[src/rtl/uart_tx_sched.sv]
// Round-robin scheduler sharing one UART TX serializer between NUM_CH
// byte-stream requesters. It presents a FIFO-style interface (data /
// available / rd) to the serializer. It also drives the frame config of the
// winning channel. Data and config are latched when a byte is granted and do
// not change again until the next grant, so a frame never sees mixed settings.
module uart_tx_sched #(
  parameter int NUM_CH              = 4,
  parameter int DATA_WIDTH          = 8,
  parameter int DATA_WIDTH_OPTION_W = 2,
  parameter int PARITY_OPTION_W     = 2,
  parameter int STOP_BIT_OPTION_W   = 1,
  parameter int BURST_LEN           = 1,
  parameter int CFG_W               = DATA_WIDTH_OPTION_W + PARITY_OPTION_W + STOP_BIT_OPTION_W,
  parameter int CH_W                = $clog2(NUM_CH)
) (
  input  logic                           clk,
  input  logic                           rst_n,
  input  logic                           sched_en,
  input  logic [NUM_CH-1:0]              ch_valid,
  input  logic [NUM_CH*DATA_WIDTH-1:0]   ch_data,
  input  logic [NUM_CH*CFG_W-1:0]        ch_cfg,
  output logic [NUM_CH-1:0]              ch_ready,
  output logic [DATA_WIDTH-1:0]          data_in_tx,
  output logic                           fifo_available,
  input  logic                           fifo_rd,
  input  logic                           transaction_en,
  output logic [DATA_WIDTH_OPTION_W-1:0] data_width_option,
  output logic [PARITY_OPTION_W-1:0]     parity_option,
  output logic [STOP_BIT_OPTION_W-1:0]   stop_bit_option,
  output logic [CH_W-1:0]                grant_id,
  output logic                           busy
);

  // Wide enough for BURST_LEN up to 15.
  localparam int BC_W = 4;

  typedef enum logic [1:0] {IDLE, ARB, OFFER, BUSY} state_e;

  state_e                 state_q, state_d;
  logic [CH_W-1:0]        grant_q, grant_d;
  logic [BC_W-1:0]        burst_q, burst_d;
  logic [DATA_WIDTH-1:0]  data_q, data_d;
  logic [CFG_W-1:0]       cfg_q, cfg_d;
  logic [CH_W-1:0]        win, cand;
  logic                   keep, found;

  // Winner selection. The last owner is kept while its burst has room.
  // burst_q == 0 means no frame has been granted since reset, so there is no
  // owner to keep and the search starts at channel 0.
  always_comb begin
    keep  = (burst_q != '0) && (burst_q < BC_W'(BURST_LEN)) && ch_valid[grant_q];
    win   = grant_q;
    found = keep;
    cand  = '0;
    if (!keep) begin
      for (int k = 1; k <= NUM_CH; k++) begin
        cand = CH_W'((int'(grant_q) + k) % NUM_CH);
        if (!found && ch_valid[cand]) begin
          win   = cand;
          found = 1'b1;
        end
      end
    end
  end

  // Next-state and handshake logic. Holding registers load only on ARB->OFFER.
  always_comb begin
    state_d  = state_q;
    grant_d  = grant_q;
    burst_d  = burst_q;
    data_d   = data_q;
    cfg_d    = cfg_q;
    ch_ready = '0;
    case (state_q)
      IDLE:  if (sched_en && !transaction_en) state_d = ARB;
      ARB: begin
        if (!sched_en) begin
          state_d = IDLE;
        end else if (found) begin
          ch_ready[win] = 1'b1;
          grant_d       = win;
          burst_d       = keep ? burst_q + 1'b1 : BC_W'(1);
          data_d        = ch_data[int'(win)*DATA_WIDTH +: DATA_WIDTH];
          cfg_d         = ch_cfg[int'(win)*CFG_W +: CFG_W];
          state_d       = OFFER;
        end
      end
      OFFER: if (fifo_rd) state_d = BUSY;
      BUSY:  if (!transaction_en) state_d = sched_en ? ARB : IDLE;
      default: state_d = IDLE;
    endcase
  end

  // State and holding registers; reset drops any byte not yet consumed.
  always_ff @(posedge clk or negedge rst_n) begin
    if (!rst_n) begin
      state_q <= IDLE;
      grant_q <= CH_W'(NUM_CH - 1);
      burst_q <= '0;
      data_q  <= '0;
      cfg_q   <= '0;
    end else begin
      state_q <= state_d;
      grant_q <= grant_d;
      burst_q <= burst_d;
      data_q  <= data_d;
      cfg_q   <= cfg_d;
    end
  end

  assign fifo_available    = (state_q == OFFER);
  assign busy              = (state_q != IDLE);
  assign grant_id          = grant_q;
  assign data_in_tx        = data_q;
  assign stop_bit_option   = cfg_q[STOP_BIT_OPTION_W-1:0];
  assign parity_option     = cfg_q[STOP_BIT_OPTION_W +: PARITY_OPTION_W];
  assign data_width_option = cfg_q[STOP_BIT_OPTION_W+PARITY_OPTION_W +: DATA_WIDTH_OPTION_W];

endmodule

[config.mk]
export PLATFORM = sky130hd
export DESIGN_NAME = uart_tx_sched
export DESIGN_NICKNAME = d
export VERILOG_FILES = /design/src/rtl/uart_tx_sched.sv
export SDC_FILE = /design/constraint.sdc
export NUM_CORES = 1
export LEC_CHECK = 0
export ABC_AREA = 0
export BUFFER_PORTS_ARGS = -buffer_cell sky130_fd_sc_hd__buf_2
export CELL_PAD_IN_SITES_DETAIL_PLACEMENT = 0
export CELL_PAD_IN_SITES_GLOBAL_PLACEMENT = 1
export CORE_ASPECT_RATIO = 1.2
export CORE_UTILIZATION = 31
export CTS_CLUSTER_DIAMETER = 50
export DETAILED_ROUTE_END_ITERATION = 16
export PLACE_DENSITY_LB_ADDON = 0.1
export SYNTH_ARGS = -nofsm -noshare
export SYNTH_HDL_FRONTEND = slang
export SYNTH_SLANG_ARGS = --single-unit
[constraint.sdc]
create_clock -name clk -period 3.15 [get_ports clk]
set_clock_uncertainty 0.1 [all_clocks]
set_input_delay 0.1575 -clock clk [delete_from_list [all_inputs] [get_ports clk]]
set_output_delay 0.1575 -clock clk [all_outputs]
set_load 0.005 [all_outputs]
# [Word-level counts from Yosys, hierarchy flattened]
# Cells that the tools add are included.
[totals] out_inout_bits=21 word_cells=82 inputBits=61 ff_bits=21
[op_classes] shift=2 n_mux=36 eq_ne=7 n_lt_le_gt_ge=8 n_addsub=5 n_reduce_logical=18 mul=1
[ops] op="$shiftx A32 B6 Y8" n=1
[ops] op="$mux W2" n=10
[ops] op="$shiftx A20 B6 Y5" n=1
[ops] op="$lt A2 B3 Y1 const B" n=6
[ops] op="$mux W4" n=4
[ops] op="$mux W1" n=15
[ops] op="$bmux W1 S2" n=5
[ops] op="$logic_and A1 B1 Y1" n=8
[ops] op="$pmux W2 S4" n=1
[ops] op="$logic_not A1 Y1" n=5
[ops] op="$mul A2 B3 Y5 const B" n=1
[ops] op="$add A2 B1 Y2 const B" n=2
[ops] op="$add A2 B2 Y2 const B" n=2
[ops] op="$add A4 B1 Y4 const B" n=1
[ops] op="$eq A2 B2 Y1 const B" n=2
[ops] op="$lt A4 B1 Y1 const B" n=1
[ops] op="$ne A2 B2 Y1 const B" n=2
[ops] op="$reduce_and A4 Y1" n=1
[ops] op="$reduce_bool A4 Y1" n=1
[ops] op="$ne A3 B3 Y1 const B" n=1
[ops] op="$reduce_and A3 Y1" n=1
[ops] op="$demux W1 S2" n=1
[ops] op="$eq A2 B1 Y1 const B" n=1
[ops] op="$ge A2 B1 Y1 const B" n=1
[ops] op="3 further kinds" n=3

# [Depth between registers and ports, before layout]
# Gate-level depths: netlist of run 1.
[depth] word_depth=26 ltp_mapped=7

# [Worst setup path before layout of run 1]
# OpenSTA, ideal clock, no wires.
[synth_timing] kind="register -> register" start="reg grant_q[0] (netlist: grant_id[0])" end="reg cfg_q[4]" stages_incl_launch_ff=7 t_required_ns=2.918 path_buffers=1 period_less_slack_ns=1.697 arrival_time_ns=1.465 slack_ns=1.453 cell_sequence="dfstp_2 > nand2b_1 > a21o_1 > nand3_1 > buf_2 > a221oi_1 > a211oi_1"
[synth_via] elab_chain_cells=21 elab_cells_between_ends=39
[synth_rtl] element="start, declared" line="40" source="logic [CH_W-1:0] grant_q, grant_d;"
[synth_rtl] element="start signal, assigned" line="98" source="grant_q <= CH_W'(NUM_CH - 1);"
[synth_rtl] element="start signal, assigned" line="104" source="grant_q <= grant_d;"
[synth_rtl] element="branches (longest 21 deep; another with $add A2 B1 Y2)"
[synth_rtl] element="end signal, assigned" line="107" source="cfg_q <= cfg_d;"
[synth_rtl] element="end, declared" line="43" source="logic [CFG_W-1:0] cfg_q, cfg_d;"
# Parallel ways; which one is timed is not known. The select of a mux whose other input is x is not followed.
# A chain may end at the register's enable or synchronous reset.

==> impl_metrics.ini, run 1 <==
[yosys]
yosysTopAreaCell = dfrtp_1
syn_inst = 127
synthesis_stage_register_bit_count = 17
ys.flop_type = dfrtp_1
synth_area_leaders = dfrtp_1 (31%), mux2i_1 (11%), a221oi_1 (9.4%)
synth_seq_area_share_pct = 35.51
synth_area_mm2 = 0.001205
syn-mean-instance-area_um2 = 9.487
synth.area.mux_share_pct = 10.80
synth_adder_area_share_pct = 0
area_fraction_of_the_dominant_cell_type_after_synthesis_pct = 31.15
async_reset_ff_share_pct = 100.0
synth_enable_flop_cells = 0
combinational_family_with_the_most_area_after_synthesis = compound AO/OA/AOI/OAI gates
synth.distinct_cells = 28
synth_xor_area_share_pct = 0
synth_compound_area_share_pct = 25.44
synth-simple-area-share_pct = 22.53
postSynthNetCount = 188
yosysWarningCount = 0

[critical_path]
arrival_ns = 2.09
ff2ff_path_depth = 4
timing.critical_path.slowest_cell_delay_ns = 0.73
worstPathRequired_ns = 2.89
timing.rr.end = cfg_q[0]
worstPathMaxFanout = 21
cp_slowest_cell = nor3_4
path_cells = nor3_4, o211ai_4, nor2_1, buf_2
timing.critical_path.buf_inv = 1
end_kind = primary output
critical_path_launch_point_type = flip-flop
timing.setup.critical_path_class = flip-flop to primary output
timing.reg2reg.setup_slack_ns = 0.94
critPathTopFamily = simple AND/OR/NAND/NOR gates

[clock_tree]
clkSlewWorstSetupHoldPaths_ns = 0.07
cts_repair_resize_count = 0
cts_setup_buffers = 0
clockBufferDepth = 2
cts_hold_repair.buffers = 1
clock_sinks = 17
clock_latency_ns = 0.25
cts_tree = done
clock_tree.root_cell = clkbuf_8
cts_buffers = 3
htree_depth = 1

[route]
drt_first_iter_violations = 75
antenna_left = 0
detailroute.via_count = 1293
final_routed_wire_length_divided_by_cell_count_um = 13.58
via_per_inst = 5.031
routed_wirelength_mm = 3.489
drc_violations_left = 0
detail_route.first_pass.iterations = 4

[power]
highest_ir_drop_seen_on_vdd_mv = 0.2553
leakage_dissipation_nw = 0.8155
power_per_cell_area_mw_per_mm2 = 746.9

[sta]
setup_violations = 0
slew_headroom_pct = 45.03
fin_tns_setup_ns = 0
grt_setup_unrepaired = false
maxSlewViolCount = 0
period_share_pct = 74.42
timing.final.hold_violations = 0
max_slew.worst_pin.slew_ns = 0.8219
timing.fmax_mhz = 426.6
finalCriticalPeriod_ns = 2.344

[worst_hold_path]
hold_path_startpoint = transaction_en
number_of_stages_on_the_worst_hold_path = 3
hp-class = input port to flip-flop

[floorplanning]
design.portCount = 82
floorplan.rows = 24
placeableCoreArea_mm2 = 0.003664
floorplan.initialDensity_pct = 32.89
die_h_um = 70.30
floorplan.die.width_um = 58.91
die_area_mm2 = 0.004141

[layout]
antenna_cells_inserted = 0
mostFrequentLayoutCells = buf_2 (81), nor2_1 (18), dfrtp_1 (15)
final_layout_size_suffix_gt1_share_pct = 45.85
final_core_utilization_pct = 45.59
area_overhead_vs_synth_pct = 38.63
most_common_cell_after_layout_fill_and_taps_aside = buf_2
fin_nets = 267

[placed_design]
count_of_input_and_output_buffers = 81
hpwlAfterDp_mm = 2.609
globalplace.congestion = 0.7113

[global_routing]
global_route_wire_length_before_repair_mm = 5.699
grt_antenna_before_repair = 0
globalRoute.totalOverflow = 0
pin_count_of_the_biggest_net_entering_global_routing = 22
grt_util_all_layers_pct = 18.01
first_global_vias = 1274

[outcome]
outcome = finished, final reports clean

[job]
cap_violations = 0
layer usage:
metal  wire (um)  vias up  track usage (%)  share of wire [%]
met3         270        5            2.407                7.7
met4          54        0            7.143                1.5
met1        1507      589            22.71                 43
li1            -      635                -                  -
met5           0        -                0                  0
met2        1657       64            30.30                 47
report_power, final:
group          total, mW  switching, mW  leakage [nW]  internal (mW)
logic              0.658          0.356         0.600          0.302
registers          0.428         0.0891         0.190          0.339
clock network      0.162         0.0744        0.0255         0.0878
area by class of cell:
type	count	area [um2]
fill	407	1993
multi-input combinational	101	708.2
sequential	17	427.9
timing repair buffer	83	422.9
tap	52	65.06
clock buffer	3	41.29
clock inverter	1	5.005
stage by stage:
stage / instance area [um2] / worst slack (ns) / std cells / power [mW] / hold slack, ns
after floorplan: 1205 / 1.453 / 127 / 0.8918 / -0.2381
after global placement: 1614 / 0.9900 / 252 / 1.077 / 0.004019
after detailed placement: 1614 / 0.9059 / 252 / 1.097 / 0.003989
after CTS: 1670 / 0.7567 / 257 / 1.265 / 0.1274
after global routing: 1670 / 0.5670 / 257 / 1.370 / 0.1366
final: 1670 / 0.8057 / 257 / 1.248 / 0.1290
logic make-up after synthesis:
| family | after synthesis |
|---|---|
| AND/OR/NAND/NOR | 49 |
| AO/OA/AOI/OAI | 39 |
| flip-flops | 17 |
| multiplexers | 13 |
| buffers and inverters | 9 |
state kept, by name (all words and copies together), names as in the netlist, named ones only:
| register | cells |
|---|---|
| data_in_tx | 8 |
| cfg_q | 5 |
| grant_id | 2 |
| state_q | 1 |
synth_stat cells (all sizes together), types with 2 or more instances:
master,n
dfstp,2
nand2b,3
a211oi,13
buf,6
clkbuf,3
dfrtp,15
mux2i,13
a21o,2
a221oi,13
and3,3
o21ai,5
a21oi,2
nand2,3
nor2b,3
nor2,18
and2,15
o22ai,2
worst max path at each step:
| stage | start | to | slack [ns] | depth (start not counted) |
|---|---|---|---|---|
| 2_1_floorplan | grant_id[0] | cfg_q[4] | 1.45 | 6 |
| 3_3_place_gp | flip-flop | data_in_tx[1] | 0.99 | 4 |
| 3_5_place_dp | flip-flop | cfg_q[0] | 0.91 | 4 |
| 4_1_cts | flip-flop | ch_ready[0] | 0.76 | 4 |
| 5_1_grt | state_q[0] | ch_ready[0] | 0.57 | 5 |
| 6_report | flip-flop | ch_ready[0] | 0.81 | 4 |
worst min-delay path, delay by kind of cell:
kind | cells | cell delay, ns
buffers and inverters | 1 | 0.09
AO/OA/AOI/OAI | 1 | 0.10
AND/OR/NAND/NOR | 1 | 0.10
(Power assumes the default switching activity.)
==> run 2, diff against run 1 <==
--- a/config.mk
+++ b/config.mk
@@ -5,12 +5,12 @@
 export SDC_FILE = /design/constraint.sdc
 export NUM_CORES = 1
 export LEC_CHECK = 0
-export ABC_AREA = 0
+export ABC_AREA = 1
 export BUFFER_PORTS_ARGS = -buffer_cell sky130_fd_sc_hd__buf_2
 export CELL_PAD_IN_SITES_DETAIL_PLACEMENT = 0
 export CELL_PAD_IN_SITES_GLOBAL_PLACEMENT = 1
 export CORE_ASPECT_RATIO = 1.2
-export CORE_UTILIZATION = 31
+export CORE_UTILIZATION = 27
 export CTS_CLUSTER_DIAMETER = 50
 export DETAILED_ROUTE_END_ITERATION = 16
 export PLACE_DENSITY_LB_ADDON = 0.1
==> constraint.sdc (replaced) <==
create_clock -name clk -period 1.9 [get_ports clk]
set_clock_uncertainty 0.1 [all_clocks]
set_input_delay 0.095 -clock clk [delete_from_list [all_inputs] [get_ports clk]]
set_output_delay 0.095 -clock clk [all_outputs]
set_load 0.005 [all_outputs]
==> impl_metrics.ini, run 2 <==
[yosys]
ys.flop_type = dfrtp_1
syn-mean-instance-area_um2 = 6.477
synth_area_mm2 = 0.001652
syn_inst = 255
most_frequent_cells_after_synthesis = nand2_1 (92), nand3_1 (70), dfrtp_1 (15), nand2_2 (14), inv_1 (11)
synth_adder_area_share_pct = 0
area_fraction_of_the_dominant_cell_type_after_synthesis_pct = 22.73
postSynthNetCount = 316
synth_enable_flop_cells = 0
synth.area.mux_share_pct = 0
synth-simple-area-share_pct = 62.05
yosysWarningCount = 0
synth_xor_area_share_pct = 0
synth.distinct_cells = 23
synth_seq_area_share_pct = 25.91
synth_compound_area_share_pct = 1.818
most_instantiated_library_cell_after_synthesis = nand2_1
synth_area_leaders = dfrtp_1 (23%), nand3_1 (21%), nand2_1 (21%)
yosysTopAreaCell = dfrtp_1
combinational_family_with_the_most_area_after_synthesis = simple AND/OR/NAND/NOR gates
async_reset_ff_share_pct = 100.0
synthesis_stage_register_bit_count = 17

[floorplanning]
die_h_um = 87.68
design.portCount = 82
floorplan.initialDensity_pct = 28.57
floorplan.rows = 30
floorplan.die.width_um = 73.40
die_area_mm2 = 0.006435
placeableCoreArea_mm2 = 0.005781

[route]
routed_wirelength_mm = 5.721
antenna_left = 0
final_routed_wire_length_divided_by_cell_count_um = 12.77
via_per_inst = 4.538
detailroute.via_count = 2033
drc_violations_left = 0
detail_route.first_pass.iterations = 4
drt_first_iter_violations = 63

[global_routing]
pin_count_of_the_biggest_net_entering_global_routing = 18
met2_usage_pct = 34.60
globalRoute.totalOverflow = 0
grt_antenna_before_repair = 0
grt.met1_usage_pct = 22.81
use_met3_pct = 1.956
grt_busiest_layer = met2
first_global_vias = 1982
global_route_wire_length_before_repair_mm = 9.121
grt_util_all_layers_pct = 18.40

[clock_tree]
htree_depth = 1
cts_tree = done
clock_latency_ns = 0.25
clockBufferDepth = 2
clock_sinks = 17
clock_tree.root_cell = clkbuf_8
cts_buffers = 3
clkSlewWorstSetupHoldPaths_ns = 0.06

[placed_design]
count_of_input_and_output_buffers = 81
dpl_worst_slack_ns = -0.2619
globalplace.congestion = 0.7364
hpwlAfterDp_mm = 4.475

[sta]
timing.fmax_mhz = 450.5
finalHoldWorstSlack_ns = 0.02605
layout_setup_ws_ns = -0.3196
fin_tns_setup_ns = -4.354
timing.final.hold_violations = 0
max_slew.worst_pin.slew_ns = 0.3850
setup_violations = 18
finalCriticalPeriod_ns = 2.220
slew_headroom_pct = 74.33
period_share_pct = 116.8
maxSlewViolCount = 0
grt_setup_unrepaired = true

[critical_path]
worstPathRequired_ns = 1.70
arrival_ns = 2.02
timing.setup.critical_path_class = flip-flop to primary output
end_kind = primary output
worstPathMaxFanout = 10
timing.reg2reg.setup_slack_ns = -0.26
critical_path_launch_point_type = flip-flop

[layout]
largest_register_ffs = 8
antenna_cells_inserted = 0
final_layout_size_suffix_gt1_share_pct = 52.45
fill_cells = 654
mostFrequentLayoutCells = nand2_1 (86), buf_2 (81), nand3_1 (50)
fin_nets = 430
area_overhead_vs_synth_pct = 59.32
most_common_cell_after_layout_fill_and_taps_aside = nand2_1

[outcome]
outcome = complete, but fails checks
failing_checks = setup timing

[power]
leakage_dissipation_nw = 1.436
highest_ir_drop_seen_on_vdd_mv = 0.8688
power_per_cell_area_mw_per_mm2 = 2166
total_power_mw = 5.698

[worst_hold_path]
hp-class = input port to flip-flop

[job]
cap_violations = 0
run 2: changes by cell type in the layout (fill, tap and decap cells not counted), sizes merged, moves of 3 or more:
cell    previous run  this run
nor2              18         8
nand2              3       113
buf               82       122
inv                0        14
nor2b              3         0
nand3              1        79
nand2b             3         0
nand4              0         3
a221oi            13         0
and3               3         0
and2              15         0
mux2i             13         0
a211oi            13         0
run 2: repair_timing:
item                                    CTS  global route
hold buffers                              1             0
endpoints found under the hold margin    17             0
endpoints found under the setup margin   20            21
pin swaps                                12             6
setup buffers                            14             2
gates resized for setup                  38            11
run 2: path summary, 6_finish.rpt:
kind                               start             to  depth (start not counted)
max                          grant_id[0]    ch_ready[3]                         13
min                             sched_en     state_q[0]                          3
max reg2reg                  grant_id[0]  data_in_tx[5]                         14
min reg2reg                data_in_tx[6]  data_in_tx[6]                          2
max in group asynchronous          rst_n    grant_id[0]                          2
min in group asynchronous          rst_n  data_in_tx[2]                          2
run 2: worst max-delay path: stages, from the launching register on:
cell,delay [ns]
dfstp_2,0.61
inv_4,0.08
nand2_1,0.09
nand2_2,0.09
nand2_2,0.10
nand2_4,0.07
nor2_4,0.13
nand2_2,0.08
nand2_1,0.07
nand2_2,0.08
nand2_8,0.09
nand2_2,0.07
nor2_2,0.09
buf_2,0.11
run 2: cell families after synthesis:
| group | count (synthesis) |
|---|---|
| AND/OR/NAND/NOR | 204 |
| buffers and inverters | 28 |
| flip-flops | 17 |
| AO/OA/AOI/OAI | 6 |
run 2: routing by layer:
layer  up-vias  wire [um]
met2        60       3049
met4         0         63
met5         -          0
met1       907       2388
li1       1060          -
met3         6        219
run 2: metrics by stage:
step	util [%]	cells	cell area (um2)
global route	45.52	448	2631
CTS	44.39	446	2566
detailed placement	38.85	427	2246
finish	45.52	448	2631
floorplan	-	255	1658
global placement	38.85	427	2246
run 2: power breakdown:
group          leakage, nW  internal (mW)  switching, mW
logic                 1.20           2.01           2.73
clock network       0.0255          0.145          0.122
registers            0.208          0.559          0.137
run 2: layout make-up:
cell class	instances	area (um2)	area share, %
clock inverters	1	5.005	0.1902
flip-flops and latches	17	427.9	16.26
inverters	14	62.56	2.378
repair buffers	123	770.7	29.29
well taps	80	100.1	3.804
clock buffers	3	41.29	1.569
multi-input cells	210	1224	46.50
